## src/rtl/pa_clic_kid_cfg.sv

```systemverilog
// One CLIC interrupt source: input synchroniser, trigger handling, and its
// ip/ie/attr/ctl register word.
module pa_clic_kid_cfg #(
  parameter int CLICINTCTLBITS = 3,
  parameter int SYNC_STAGES    = 2
) (
  input  logic                      forever_cpuclk,
  input  logic                      cpurst,
  input  logic                      pad_clic_int_vld,
  input  logic                      busif_kid_sel,
  input  logic [3:0]                busif_kid_we,
  input  logic [31:0]               busif_kid_wdata,
  input  logic                      arb_kid_ack,
  output logic [CLICINTCTLBITS:0]   kid_arb_int_all,
  output logic                      kid_arb_int_hv,
  output logic                      kid_arb_int_req,
  output logic [31:0]               kid_busif_rdata
);

  localparam int N = CLICINTCTLBITS;

  logic [SYNC_STAGES-1:0] sync_q, sync_d;
  logic                   int_sync, int_prev_q;
  logic                   edge_q, edge_d;
  logic                   ip_edge_q, ip_edge_d;
  logic                   ie_q, shv_q;
  logic [1:0]             trig_q;
  logic [N-1:0]           ctl_q;
  logic                   wr_ip, wr_ie, wr_attr, wr_ctl;
  logic                   edge_mode, edge_det, trig_change, ip, req;
  logic [7:0]             ctl_byte;

  genvar gi;
  generate
    for (gi = 0; gi < SYNC_STAGES; gi++) begin : g_sync
      if (gi == 0) begin : g_first
        assign sync_d[gi] = pad_clic_int_vld;
      end else begin : g_next
        assign sync_d[gi] = sync_q[gi-1];
      end
    end
  endgenerate

  assign int_sync = sync_q[SYNC_STAGES-1];

  assign wr_ip   = busif_kid_sel & busif_kid_we[0];
  assign wr_ie   = busif_kid_sel & busif_kid_we[1];
  assign wr_attr = busif_kid_sel & busif_kid_we[2];
  assign wr_ctl  = busif_kid_sel & busif_kid_we[3];

  // trig[0] selects edge sensitivity, trig[1] selects the active-low polarity.
  assign edge_mode   = trig_q[0];
  assign edge_det    = trig_q[1] ? (~int_sync & int_prev_q) : (int_sync & ~int_prev_q);
  assign trig_change = wr_attr & (busif_kid_wdata[18:17] != trig_q);

  // The detected edge is registered once before it reaches ip; a trigger
  // change kills both the pending ip and any edge in flight.
  assign edge_d = edge_mode & edge_det & ~trig_change;

  always_comb begin
    ip_edge_d = ip_edge_q;
    if (!edge_mode || trig_change) ip_edge_d = 1'b0;
    else if (edge_q)               ip_edge_d = 1'b1;
    else if (wr_ip)                ip_edge_d = busif_kid_wdata[0];
    else if (arb_kid_ack)          ip_edge_d = 1'b0;
  end

  always_ff @(posedge forever_cpuclk) begin
    if (cpurst) begin
      sync_q     <= '0;
      int_prev_q <= 1'b0;
      edge_q     <= 1'b0;
      ip_edge_q  <= 1'b0;
      ie_q       <= 1'b0;
      shv_q      <= 1'b0;
      trig_q     <= 2'b00;
      ctl_q      <= '0;
    end else begin
      sync_q     <= sync_d;
      int_prev_q <= int_sync;
      edge_q     <= edge_d;
      ip_edge_q  <= ip_edge_d;
      if (wr_ie) ie_q <= busif_kid_wdata[8];
      if (wr_attr) begin
        shv_q  <= busif_kid_wdata[16];
        trig_q <= busif_kid_wdata[18:17];
      end
      if (wr_ctl) ctl_q <= busif_kid_wdata[31 -: N];
    end
  end

  assign ip  = edge_mode ? ip_edge_q : (int_sync ^ trig_q[1]);
  assign req = ip & ie_q;

  assign kid_arb_int_req = req;
  assign kid_arb_int_hv  = shv_q;
  assign kid_arb_int_all = req ? {1'b1, ctl_q} : '0;

  // Unimplemented low priority bits read back as 1.
  always_comb begin
    ctl_byte          = 8'hFF;
    ctl_byte[7 -: N]  = ctl_q;
  end

  assign kid_busif_rdata = busif_kid_sel
                         ? {ctl_byte, 2'b11, 3'b000, trig_q, shv_q, 7'b0, ie_q, 7'b0, ip}
                         : 32'h0;

endmodule

```

## config.mk

```make
export PLATFORM = sky130hd
export DESIGN_NAME = pa_clic_kid_cfg
export DESIGN_NICKNAME = d
export VERILOG_FILES = /design/src/rtl/pa_clic_kid_cfg.sv
export SDC_FILE = /design/constraint.sdc
export NUM_CORES = 1
export LEC_CHECK = 0
export CAP_MARGIN = 20
export CELL_PAD_IN_SITES_DETAIL_PLACEMENT = 1
export CELL_PAD_IN_SITES_GLOBAL_PLACEMENT = 1
export CORE_MARGIN = 8
export CORE_UTILIZATION = 18
export DETAILED_ROUTE_END_ITERATION = 10
export MAX_ROUTING_LAYER = met4
export PLACE_DENSITY = 0.81
export SLEW_MARGIN = 10
export SYNTH_ARGS = -nofsm -noshare
export SYNTH_HDL_FRONTEND = slang
export SYNTH_SLANG_ARGS = --single-unit
```

## constraint.sdc

```tcl
create_clock -name forever_cpuclk -period 1.56 [get_ports forever_cpuclk]
set_clock_uncertainty 0.1 [all_clocks]
set_input_delay 0.234 -clock forever_cpuclk [delete_from_list [all_inputs] [get_ports forever_cpuclk]]
set_output_delay 0.234 -clock forever_cpuclk [all_outputs]
set_load 0.05 [all_outputs]
```

==> results of run 1 <==
-- kinds of logic (layout without fill, tap and decap cells) --
logic type	after synthesis	in the layout	synth area share, %
AO/OA/AOI/OAI	11	11	8.834
AND/OR/NAND/NOR	39	39	28.33
other	1	17	0.4995
flip-flops	12	12	32.00
XOR/XNOR	2	2	2.334
buffers and inverters	30	50	28.00
-- power breakdown --
group	internal (mW)	leakage, nW	switching, mW
registers	0.319	0.0989	0.0109
logic	0.149	0.486	0.217
clock network	0.224	0.0288	0.124
total	0.692	0.613	0.352
-- worst max-delay path, delay by kind of cell, from the launching register on --
family | cells | cell delay [ns]
and+or+nand+nor | 1 | 0.24
xor gates and xnor gates | 1 | 0.13
DFF | 1 | 0.34
AOI/OAI and AO/OA | 1 | 0.19
buffers and inverters | 1 | 0.15
-- timing repair --
action / CTS / global route
gates cloned: 1 / 0
endpoints found under the setup margin: 13 / 6
pin swaps: 1 / 0
resized for setup: 6 / 2
-- metrics by stage --
stage               TNS (ns)  worst slack [ns]  util (%)  hold WS (ns)
floorplan                  0          0.009995         -        0.2622
CTS                  -0.3635          -0.07886     35.44        0.3404
global route         -0.8102           -0.1533     35.66        0.3535
finish               -0.2852          -0.06408     35.66        0.3376
detailed placement   -0.1584          -0.03390     33.03        0.3340
global placement    -0.02092         -0.008248     33.03        0.3303
-- cell type report --
type | count | area [um^2] | area share [%]
well taps | 50 | 62.56 | 4.386
inverters | 2 | 7.507 | 0.5263
repair buffers | 44 | 681.9 | 47.81
clock buffers | 4 | 55.05 | 3.860
flip-flops and latches | 12 | 242.7 | 17.02
multi-input cells | 69 | 376.6 | 26.40
-- placed cells by master (no fill, tap or decap) --
cell             Yosys  layout
a311oi_1             1       1
and2_2               3       2
and3_1               4       4
clkdlybuf4s50_1      0      15
nand3b_1             1       1
nand2_1             12      12
and2_1               6       3
dfxtp_2              0       2
and2_4               0       4
buf_12               0      23
a32oi_1              1       1
nor2_1               1       1
dfxtp_1             12      10
inv_1                2       2
or3b_1               1       1
bufbuf_16            0       1
nor2b_1              3       3
nand3_1              7       7
buf_4               26       4
a21oi_1              8       8
clkbuf_8             0       4
xnor2_1              2       1
xnor2_2              0       1
and3b_1              1       1
conb_1               1      17
o21ai_2              1       1
dlygate4sd2_1        0       1
-- flip-flops by register name, summed over array words and instances, names as in the netlist --
register and cells:
int_prev_q 1, edge_q 1, ip_edge_q 1, trig_q 2, ctl_q 3, kid_arb_int_hv 1, ie_q 1, sync_q 2
-- routing by layer --
layer | global-route usage, % | share of wire (%) | vias up
met2 | 10.10 | 44 | 37
met1 | 8.986 | 46 | 310
met4 | 3.818 | 1.7 | 0
met3 | 1.786 | 8.1 | 4
li1 | - | - | 342
met5 | - | 0 | -
-- worst max-delay path by stage --
stage	from	to	slack [ns]	depth (start not counted)
after floorplan	trig_q[1]	kid_arb_int_all[3]	0.01	4
after global placement	busif_kid_sel	kid_busif_rdata[30]	-0.008	4
after detailed placement	busif_kid_sel	ip_edge_q	-0.03	5
after CTS	sync_q[1]	kid_arb_int_all[1]	-0.08	4
after global routing	sync_q[1]	kid_arb_int_all[1]	-0.15	4
final	sync_q[1]	kid_arb_int_all[0]	-0.06	4
-- synth_stat cells (all sizes together), types with 2 or more instances --
master / number
a21oi: 8
and2: 9
and3: 4
buf: 26
clkbuf: 2
dfxtp: 12
inv: 2
nand2: 12
nand3: 7
nor2b: 3
xnor2: 2
==> impl_metrics.tcl, run 1 <==
set metrics [dict create \
    wirelength_um 2345 \
    boundaryPins 79 \
    place_area_mm2 0.001321 \
    yosys.area.top_type "dfxtp_1" \
    cts_hold_buf 0 \
    violations "setup timing" \
    clk_pin_slew_worst_paths_ns 0.05 \
    hold_path.startpoint "sync_q[0]" \
    min_path_type "reg -> reg" \
    grt_pass1_vias 739 \
    setup_viol 6 \
    vias_per_cell 3.829 \
    status "complete, but fails checks" \
    syn_to_final_growth_pct 90.00 \
    die_w_um 80.58 \
    yosysSeqAreaShare_pct 32.00 \
    htree_levels 1 \
    rrSetupSlack_ns 0.41 \
    synth_flop_cell "dfxtp_1" \
    core_mm2 0.004000 \
    fin_ws_ns -0.06408 \
    via_count 693 \
    timing.rr.end "edge_q" \
    drive_above_1_share_pct 32.06 \
    wl_per_cell_um 12.96 \
    total_power_mw 1.043 \
    final_hold_viol_count 0 \
    cts_made_buffers 3 \
    clkLatencyLatePin_ns 0.25 \
    rr_startpoint "trig_q[1]" \
    io_buffer_count 37 \
    hold_path_depth 1 \
    drt-pass1-iter-count 2 \
    p_per_area_mw_per_mm2 731.6 \
    clock-sinks 12 \
    place_hpwl_um 1906 \
    rsz0062_at_grt "yes" \
    endpoint_kind "output pin" \
    dp_cells 176 \
    netlist_instances 95 \
    stdcell_count 181 \
    cts_setup_buffers 0 \
    cts_tree "done" \
    cp.required_ns 1.23 \
    slowest_delay_ns 0.34 \
    reg2regPathDepth 3 \
    cts_root_buf "clkbuf_8" \
    final_nets 173 \
    die_h_um 80.58 \
    yosysUniqueCellTypes 20 \
    overflow 0 \
    finalInstanceArea_mm2 0.001426 \
    grt_usage_pct 7.128 \
    diodes 0 \
    synth-seq-cells 12 \
    synth_top_cell_area_share_pct 32.00 \
    synth_area_per_cell_um2 7.902 \
    gp_congestion 0.7932 \
    drtIter0Drc 13 \
    cpMaxStageDelayCell "dfxtp_2" \
    async_flop_share_pct 0 \
    worst_setup_path_start_kind "register" \
    cts_max_path_buffers 2 \
    synth_edf_count 0 \
    nFillCells 443 \
    cp_cell_sequence "xnor2_2, o21ai_2, and3_1, buf_12" \
    synth-warning-count 0 \
    post-route-drc-count 0 \
    crit_fanout 5 \
    start_util_pct 18.77 \
    grt_start_max_net_pins 12 \
    antenna_found_initial 0 \
    irDropWorstVdd_mv 0.3577 \
    grt_pass1_wl_um 3463 \
    synth_area_um2 750.7 \
    ys_top_cells_by_area "dfxtp_1, buf_4, nand2_1" \
    die_area_mm2 0.006493 \
    cap_violations 0 \
    path_class "reg -> out" \
    antenna_left 0 \
    rows 23 \
    whs_endpoint "sync_q[1]" \
    fin_crit_ns 1.624 \
    min_period_over_period_pct 104.1 \
    cp.arrival_ns 1.29 \
    max_freq_mhz 615.7 \
    p_leak_nw 0.6133 \
    finalMaxSlewViolations 0 \
]
Note: power is estimated with default switching activity, not from simulation.
==> inputs of run 2 (changes only) <==
--- a/config.mk
+++ b/config.mk
@@ -11,6 +11,7 @@
 export CORE_MARGIN = 8
 export CORE_UTILIZATION = 18
 export DETAILED_ROUTE_END_ITERATION = 10
+export GPL_ROUTABILITY_DRIVEN = 0
 export MAX_ROUTING_LAYER = met4
 export PLACE_DENSITY = 0.81
 export SLEW_MARGIN = 10
==> results of run 2 <==
No change in the layout: final DEF, timing and power equal those of run 1.
